--- config.mk ---
export PLATFORM = sky130hd
export DESIGN_NAME = instr_fetch_unit
export DESIGN_NICKNAME = d
export VERILOG_FILES = /design/src/rtl/cpu4_pkg.sv /design/src/rtl/fetch_fifo.sv /design/src/rtl/instr_fetch_unit.sv
export SDC_FILE = /design/constraint.sdc
export NUM_CORES = 1
export LEC_CHECK = 0
export ABC_AREA = 0
export BUFFER_PORTS_ARGS = -buffer_cell sky130_fd_sc_hd__buf_2
export CAP_MARGIN = 40
export CORE_MARGIN = 2
export CORE_UTILIZATION = 25
export DETAILED_ROUTE_END_ITERATION = 10
export GPL_ROUTABILITY_DRIVEN = 1
export GPL_TIMING_DRIVEN = 0
export SETUP_SLACK_MARGIN = 0.05
export SYNTH_ARGS = -nofsm -noshare
export SYNTH_HDL_FRONTEND = slang
export SYNTH_HIERARCHICAL = 1
export SYNTH_SLANG_ARGS = --single-unit
--- constraint.sdc ---
create_clock -name clk -period 6.5 [get_ports clk]
set_clock_uncertainty 0.1 [all_clocks]
set_input_delay 0 -clock clk [delete_from_list [all_inputs] [get_ports clk]]
set_output_delay 0 -clock clk [all_outputs]
set_load 0.005 [all_outputs]
--- src/rtl/cpu4_pkg.sv ---
// Shared definitions for the 4-bit CPU: bus widths, instruction field
// positions and the fetch-buffer entry layout.
package cpu4_pkg;

  localparam int unsigned ADDR_W = 4;
  localparam int unsigned DATA_W = 8;

  // Instruction fields: opcode in the high nibble, immediate in the low nibble.
  localparam int unsigned OPC_MSB = 7;
  localparam int unsigned OPC_LSB = 4;
  localparam int unsigned IMM_MSB = 3;
  localparam int unsigned IMM_LSB = 0;

  // One buffered fetch: the word and the address it came from.
  typedef struct packed {
    logic [ADDR_W-1:0] pc;
    logic [DATA_W-1:0] word;
  } fetch_entry_t;

endpackage

--- src/rtl/fetch_fifo.sv ---
// Synchronous FIFO of fetch_entry_t used as the instruction buffer.
// Ports:
//   clk, reset   - clock, synchronous active-high reset
//   flush        - drop all entries (pointers and count to zero)
//   push, wdata  - write an entry at the tail
//   pop          - remove the head entry
//   rdata        - head entry (stale when empty)
//   count        - number of stored entries
//   full         - count == DEPTH
// A push while full is accepted only when a pop happens in the same cycle.
module fetch_fifo
  import cpu4_pkg::*;
#(
  parameter int unsigned DEPTH = 2
) (
  input  logic                     clk,
  input  logic                     reset,
  input  logic                     flush,
  input  logic                     push,
  input  fetch_entry_t             wdata,
  input  logic                     pop,
  output fetch_entry_t             rdata,
  output logic [$clog2(DEPTH):0]   count,
  output logic                     full
);

  localparam int unsigned PtrW = $clog2(DEPTH);
  localparam int unsigned CntW = PtrW + 1;

  fetch_entry_t          mem_q [DEPTH];
  logic [PtrW-1:0]       wr_ptr_q, wr_ptr_d;
  logic [PtrW-1:0]       rd_ptr_q, rd_ptr_d;
  logic [CntW-1:0]       cnt_q, cnt_d;
  logic                  push_ok, pop_ok;

  assign full    = (cnt_q == CntW'(DEPTH));
  assign pop_ok  = pop && (cnt_q != '0);
  assign push_ok = push && (!full || pop_ok);
  assign rdata   = mem_q[rd_ptr_q];
  assign count   = cnt_q;

  always_comb begin
    wr_ptr_d = wr_ptr_q;
    rd_ptr_d = rd_ptr_q;
    cnt_d    = cnt_q;
    if (flush) begin
      wr_ptr_d = '0;
      rd_ptr_d = '0;
      cnt_d    = '0;
    end else begin
      // DEPTH is a power of two, so pointer wrap is natural overflow.
      if (push_ok) wr_ptr_d = wr_ptr_q + PtrW'(1);
      if (pop_ok)  rd_ptr_d = rd_ptr_q + PtrW'(1);
      unique case ({push_ok, pop_ok})
        2'b10:   cnt_d = cnt_q + CntW'(1);
        2'b01:   cnt_d = cnt_q - CntW'(1);
        default: cnt_d = cnt_q;
      endcase
    end
  end

  always_ff @(posedge clk) begin
    if (reset) begin
      wr_ptr_q <= '0;
      rd_ptr_q <= '0;
      cnt_q    <= '0;
      // Cleared so the head reads as zero straight out of reset.
      for (int i = 0; i < int'(DEPTH); i++) mem_q[i] <= '0;
    end else begin
      if (push_ok && !flush) mem_q[wr_ptr_q] <= wdata;
      wr_ptr_q <= wr_ptr_d;
      rd_ptr_q <= rd_ptr_d;
      cnt_q    <= cnt_d;
    end
  end

endmodule

--- src/rtl/instr_fetch_unit.sv ---
// Instruction fetch unit: owns the PC, reads the combinational program
// memory, buffers {pc, word} entries and offers them over valid/ready.
// Ports:
//   clk, reset                  - clock, synchronous active-high reset
//   run_en, step                - free-run enable / single-fetch pulse
//   mem_addr, mem_data          - program memory read port (same-cycle data)
//   redirect_valid, redirect_pc - jump: flush buffer, load PC (top priority)
//   instr_valid, instr_ready    - head-of-buffer handshake
//   instr, instr_pc             - head word and its fetch address
//   pc_out                      - current PC for display
//   buf_count                   - buffered entry count
module instr_fetch_unit #(
  parameter int unsigned ADDR_W    = 4,
  parameter int unsigned DATA_W    = 8,
  parameter int unsigned BUF_DEPTH = 2
) (
  input  logic                         clk,
  input  logic                         reset,
  input  logic                         run_en,
  input  logic                         step,
  output logic [ADDR_W-1:0]            mem_addr,
  input  logic [DATA_W-1:0]            mem_data,
  input  logic                         redirect_valid,
  input  logic [ADDR_W-1:0]            redirect_pc,
  output logic                         instr_valid,
  input  logic                         instr_ready,
  output logic [DATA_W-1:0]            instr,
  output logic [ADDR_W-1:0]            instr_pc,
  output logic [ADDR_W-1:0]            pc_out,
  output logic [$clog2(BUF_DEPTH):0]   buf_count
);

  logic [ADDR_W-1:0]      pc_q, pc_d;
  logic                   fetch_req, push, pop, full;
  cpu4_pkg::fetch_entry_t wentry, head;

  assign mem_addr  = pc_q;
  assign pc_out    = pc_q;
  assign fetch_req = run_en | step;

  // Valid looks only at stored state and redirect, never at instr_ready.
  assign instr_valid = (buf_count != '0) && !redirect_valid;
  assign pop         = instr_valid && instr_ready;
  assign push        = fetch_req && !redirect_valid && (!full || pop);

  assign wentry.pc   = pc_q;
  assign wentry.word = mem_data;
  assign instr       = head.word;
  assign instr_pc    = head.pc;

  always_comb begin
    pc_d = pc_q;
    if (redirect_valid) pc_d = redirect_pc;
    else if (push)      pc_d = pc_q + ADDR_W'(1);
  end

  always_ff @(posedge clk) begin
    if (reset) pc_q <= '0;
    else       pc_q <= pc_d;
  end

  fetch_fifo #(
    .DEPTH (BUF_DEPTH)
  ) u_fifo (
    .clk   (clk),
    .reset (reset),
    .flush (redirect_valid),
    .push  (push),
    .wdata (wentry),
    .pop   (pop),
    .rdata (head),
    .count (buf_count),
    .full  (full)
  );

endmodule

* Yosys cells after proc, flatten, opt, wreduce, memory -nomap -nowiden
Memories as Yosys holds them, arrays and structs flattened. A register that Yosys moved wholly into a read port is not among the register bits.
Index checks and enable logic that the tools add are counted.
** Cells by class
- $add $sub $neg :: 5
- Reductions and logical operators :: 16
- Equality and inequality tests :: 3
- Multiplexer cells :: 13
- Bitwise logic cells :: 1
** Operators with widths (number)
- $mux W12 :: 1
- $reduce_or A12 Y1 :: 1
- $mux W1 :: 9
- $mux W4 :: 2
- $logic_and A1 B1 Y1 :: 7
- $reduce_bool A2 Y1 :: 3
- $add A4 B1 Y4 const B :: 1
- $eq A2 B2 Y1 const B :: 2
- $pmux W2 S2 :: 1
- $add A1 B1 Y1 const B :: 2
- $add A2 B1 Y2 const B :: 1
- $eq A2 B1 Y1 const B :: 1
- $logic_not A1 Y1 :: 2
- $logic_or A1 B1 Y1 :: 2
- $reduce_or A2 Y1 :: 1
- $sub A2 B1 Y2 const B :: 1
- $or A1 B1 Y1 :: 1
** Storage, ports and cells
- Memory bits (writable) :: 24
- Memories kept :: 1
- Register bits :: 8
- Input port bits :: 18
- Logic and storage cells :: 43
- Output and inout bits :: 23
** Memories
- u_fifo.mem_q :: words 2, width 12, rd ports 1, clocked after memory_dff 1, write ports 2, RTL line fetch_fifo.sv:30 : fetch_entry_t mem_q [DEPTH];

* Longest topological paths before layout
- Depth in word-level cells :: 12
- Gate-level depth with buffers :: 9
- Mapped depth without buffers :: 9

* Hierarchy
The synthesis kept the hierarchy.
** By module, submodules not included
- fetch_fifo :: area an instance 1292.5 um^2, sequential area each 820.8 um^2, cells each 90, instances 1
- instr_fetch_unit :: area an instance 327.8 um^2, sequential area each 80.1 um^2, cells each 38, instances 1

* Least setup slack after synthesis
OpenSTA, ideal clock, no wires.
- Path type :: reg2reg
- Start :: register u_fifo.cnt_q[0], in the netlist u_fifo/count[0]
- End :: register u_fifo.cnt_q[1], in the netlist u_fifo/count[1]
- Cell stages (with the launch flop) :: 9
- Slack :: 4.373 ns
- Arrival :: 1.957 ns
- Setup time :: 0.070 ns
- Path buffers :: 0
- Data required time :: 6.330 ns
- Clock period less this slack :: 2.127 ns
- Path through :: dfxtp_1 o21ba_4 a21boi_4 nor3_1 nor2b_1 inv_1 ha_1 or3_1 a21boi_1
** Between the ends
- Word-level cells in the longest chain between the ends :: 8
- Elaborated cells between the ends (all ways) :: 16
- Classes of those cells :: add/sub (2); eq/ne (3); mux (1); reduce/logical (10)
** Ends and longest elaborated chain
- from (decl) :: RTL line fetch_fifo.sv:33 : logic [CntW-1:0] cnt_q, cnt_d;
- from (signal assigned) :: RTL line fetch_fifo.sv:73 : cnt_q <= cnt_d;
- $reduce_bool A2 Y1 (*) :: RTL line instr_fetch_unit.sv:42 : assign instr_valid = (buf_count != '0) && !redirect_valid;
- $logic_and A1 B1 Y1 (*) :: RTL line instr_fetch_unit.sv:42
- named net instr_valid :: RTL line instr_fetch_unit.sv:25 : output logic instr_valid,
- $logic_and A1 B1 Y1 (*) :: RTL line instr_fetch_unit.sv:43 : assign pop = instr_valid && instr_ready;
- $logic_or A1 B1 Y1 (*) :: RTL line instr_fetch_unit.sv:44 : assign push = fetch_req && !redirect_valid && (!full || pop);
- $logic_and A1 B1 Y1 (*) :: RTL line instr_fetch_unit.sv:44
- named net push :: RTL line instr_fetch_unit.sv:34 : logic fetch_req, push, pop, full;
- $logic_and A1 B1 Y1 (*) :: RTL line fetch_fifo.sv:38 : assign push_ok = push && (!full || pop_ok);
- $eq A2 B1 Y1 / $eq A2 B2 Y1 (equally long branches) :: RTL line fetch_fifo.sv:54 : unique case ({push_ok, pop_ok})
- $pmux W2 S2 / $reduce_bool A2 Y1 (equally long branches)
The timed path passes the listed nets; every way through them passes the cells marked *.
A chain may end at the register's enable or synchronous reset.

==> results.sh <==
export IMPL_io_pins=41
export IMPL_numCtsBuffers=5
export IMPL_min_period_ns=2.40
export IMPL_dpl_cell_area_um2=1920
export IMPL_seqCellArea_um2=901
export IMPL_gp_congestion=0.702
export IMPL_slew_headroom=0.625
export IMPL_yosysUniqueCellTypes=35
export IMPL_row_count=29
export IMPL_synth_area_top_cells="edfxtp_1, dfxtp_1, and2_1"
export IMPL_hold_depth=4
export IMPL_port_buffers=40
export IMPL_fmax_mhz=417
export IMPL_end_kind="flop"
export IMPL_ys_warnings_count=6
export IMPL_num_antenna_cells=0
export IMPL_tightest_slew_ns=0.563
export IMPL_drt_first_pass_iters=3
export IMPL_clk_pin_slew_ns=0.06
export IMPL_synth_fp_nets=148
export IMPL_final_cell_area_um2=2150
export IMPL_power_internal_mw=0.339
export IMPL_path_cells="o21ba_4 -> a21boi_4 -> nor3_1 -> nor3b_2 -> or2_1"
export IMPL_top_usage_layer="met2"
export IMPL_whs_ns=0.128
export IMPL_power_leakage_nw=0.907
export IMPL_drv_slew=0
export IMPL_maxCapViolations=0
export IMPL_pwr_share_comb=0.116
export IMPL_slowest_stage="or2_1"
export IMPL_synthArstFlopShare=0
export IMPL_multi_input_area_um2=646
export IMPL_post_cts_setup_buffer_count=0
export IMPL_grt_pass1_wl_um=5130
export IMPL_die_w_um=84.5
export IMPL_setup_tns_ns=0
export IMPL_syn_inst=128
export IMPL_cts_path_max_buffers=2
export IMPL_ys_seq_area_frac=0.556
export IMPL_cts_sinks=33
export IMPL_fin_ws_ns=4.10
export IMPL_status="finished clean"
export IMPL_initial_core_util=0.257
export IMPL_hp_class="in -> reg"
export IMPL_worstPathRequired_ns=6.31
export IMPL_cts_tree="yes"
export IMPL_grt_use_met3=0.0324
export IMPL_grt_util_met2=0.154
export IMPL_drtAntennaViolNets=0
export IMPL_cts_max_level=2
export IMPL_ys_ff_latch=33
export IMPL_clkPwrFrac=0.330
export IMPL_cts_hold_buf=15
export IMPL_synthFlopType="edfxtp_1"
export IMPL_dpl_hpwl_um=2230
export IMPL_hold_violations=0
export IMPL_critPathMaxFanout=12
export IMPL_cpPeakStageDelay_ns=0.51
export IMPL_drive_above_1_share=0.387
export IMPL_areaGrowthSynthToFinish_pct=32.7
export IMPL_synth_edf_count=24
export IMPL_arrival_ns=2.21
export IMPL_grt_overflow_total=0
export IMPL_synth_area_um2=1620
export IMPL_post_drt_wl_per_cell_um=12.0
export IMPL_ctsResizeCount=0
export IMPL_vias=1136
export IMPL_track_usage=0.0926
export IMPL_dieArea_um2=7140
export IMPL_die_y_um=84.5
export IMPL_fillerInstances=652
export IMPL_met1_usage=0.112
export IMPL_path_class="reg -> reg"
export IMPL_peakVddDrop_mv=0.0726
export IMPL_grt_max_degree=14
export IMPL_r2r_cells=5
export IMPL_fin_crit_sh=0.369
export IMPL_seqPwrFrac=0.553
export IMPL_swShare=0.225
export IMPL_worst_skew_pair_late_latency_ns=0.28
export IMPL_antenna_found_initial=0
export IMPL_worst_setup_path_start_kind="flop"
export IMPL_yosys_area_top_type_share=0.445
export IMPL_drtIter0Drc=60
export IMPL_final_nets=210
export IMPL_pre_cts_slack_ns=4.09
export IMPL_drc=0
export IMPL_yosysTopAreaCell="edfxtp_1"
export IMPL_syn_area_per_cell_um2=12.7
export IMPL_core_um2=6310
export IMPL_rsz0062_at_grt="false"
export IMPL_viasPerCell=4.24
export IMPL_root_buffer="clkbuf_8"
export IMPL_final_setup_viol_count=0
export IMPL_grt_pass1_vias=1104
export IMPL_powerDensity_nw_per_um2=203
export IMPL_switching_power_mw=0.0983
export IMPL_wl_um=3210
-- metal layers --
layer,routed length (um),vias up
met2,1580,32
li1,-,577
met5,0,-
met1,1420,525
met4,22,0
met3,186,2
-- Yosys cell counts (all sizes together) (2+ instances only) --
| master | n |
|---|---|
| o21ai | 3 |
| buf | 8 |
| nor3b | 2 |
| nor2 | 5 |
| o21a | 3 |
| ha | 2 |
| or3 | 3 |
| dfxtp | 9 |
| edfxtp | 24 |
| nor2b | 2 |
| inv | 4 |
| or2 | 2 |
| nor3 | 5 |
| and2 | 25 |
| a21boi | 2 |
| mux2 | 12 |
| xnor2 | 2 |
-- power groups by stage --
stage,sequential [mW],combinational (mW),clock (mW)
2_1_floorplan,0.244,0.0244,0
3_3_place_gp,0.246,0.0439,0
3_5_place_dp,0.246,0.0443,0
4_1_cts,0.242,0.0519,0.149
5_1_grt,0.243,0.0566,0.161
6_report,0.242,0.0509,0.144
-- worst max-delay path, delay by kind of cell (launching register included) --
kind | cells | cell delay, ns
AO/OA/AOI/OAI | 2 | 0.29
flip-flops | 1 | 0.50
AND/OR/NAND/NOR | 3 | 1.13
-- path summary, 6_finish.rpt --
path,start,endpoint,slack (ns)
hold reg to reg,u_fifo/rd_ptr_q$_SDFFE_PP0P_,flop,0.45
hold / removal,run_en,mem_addr[2]$_SDFFE_PP0P_,0.13
setup reg to reg,u_fifo/count[0]$_SDFFE_PP0P_,u_fifo/mem_q[1][6]$_SDFFCE_PN0P_,4.10
setup / recovery,u_fifo/count[0]$_SDFFE_PP0P_,u_fifo/mem_q[1][6]$_SDFFCE_PN0P_,4.10
-- sequential cells by signal, indices dropped and copies added, names as in the netlist, named ones only --
| signal | flops |
|---|---|
| u_fifo/mem_q | 24 |
| u_fifo/wr_ptr_q | 1 |
| u_fifo/rd_ptr_q | 1 |
| mem_addr | 4 |
| u_fifo/count | 2 |
-- stage by stage --
stage               instances   util  total power, mW
floorplan                 128      -            0.269
detailed placement        245  0.304            0.291
global placement          245  0.304            0.290
finish                    268  0.340            0.437
CTS                       268  0.340            0.443
global route              268  0.340            0.460
-- placed cells by master, fill, tap and decap left out, types with 2 or more instances in the layout --
cell and instances:
nor3_1 5, mux2_2 12, and2_1 25, o21a_1 3
inv_1 4, clkbuf_8 5, clkinv_2 2, buf_4 5
or2_1 2, nor2b_1 2, edfxtp_1 24, buf_2 42
o21ai_0 3, dlygate4sd3_1 15, ha_1 2, nor3b_2 2
dfxtp_1 9, xnor2_1 2, nor2_1 5, or3_1 3
-- area by class of cell --
cell class / count / area share
buffer: 8 / 0.0274
clock buffer: 6 / 0.0338
clock inverter: 2 / 0.00466
inverter: 4 / 0.00698
multi-input combinational: 83 / 0.300
sequential: 33 / 0.419
tap: 77 / 0.0448
timing repair buffer: 55 / 0.163
-- cell families (layout without fill, tap and decap cells) --
group                    Yosys count  count (layout)  synth area share
adder cells (fa/ha/maj)            2               2            0.0154
multiplexers                      12              12            0.0834
AND/OR/NAND/NOR                   50              50             0.195
flip-flops                        33              33             0.556
AO/OA/AOI/OAI                     16              16            0.0888
buffers and inverters             12              75            0.0456
XOR/XNOR                           3               3            0.0162
(Power assumes the default switching activity.)
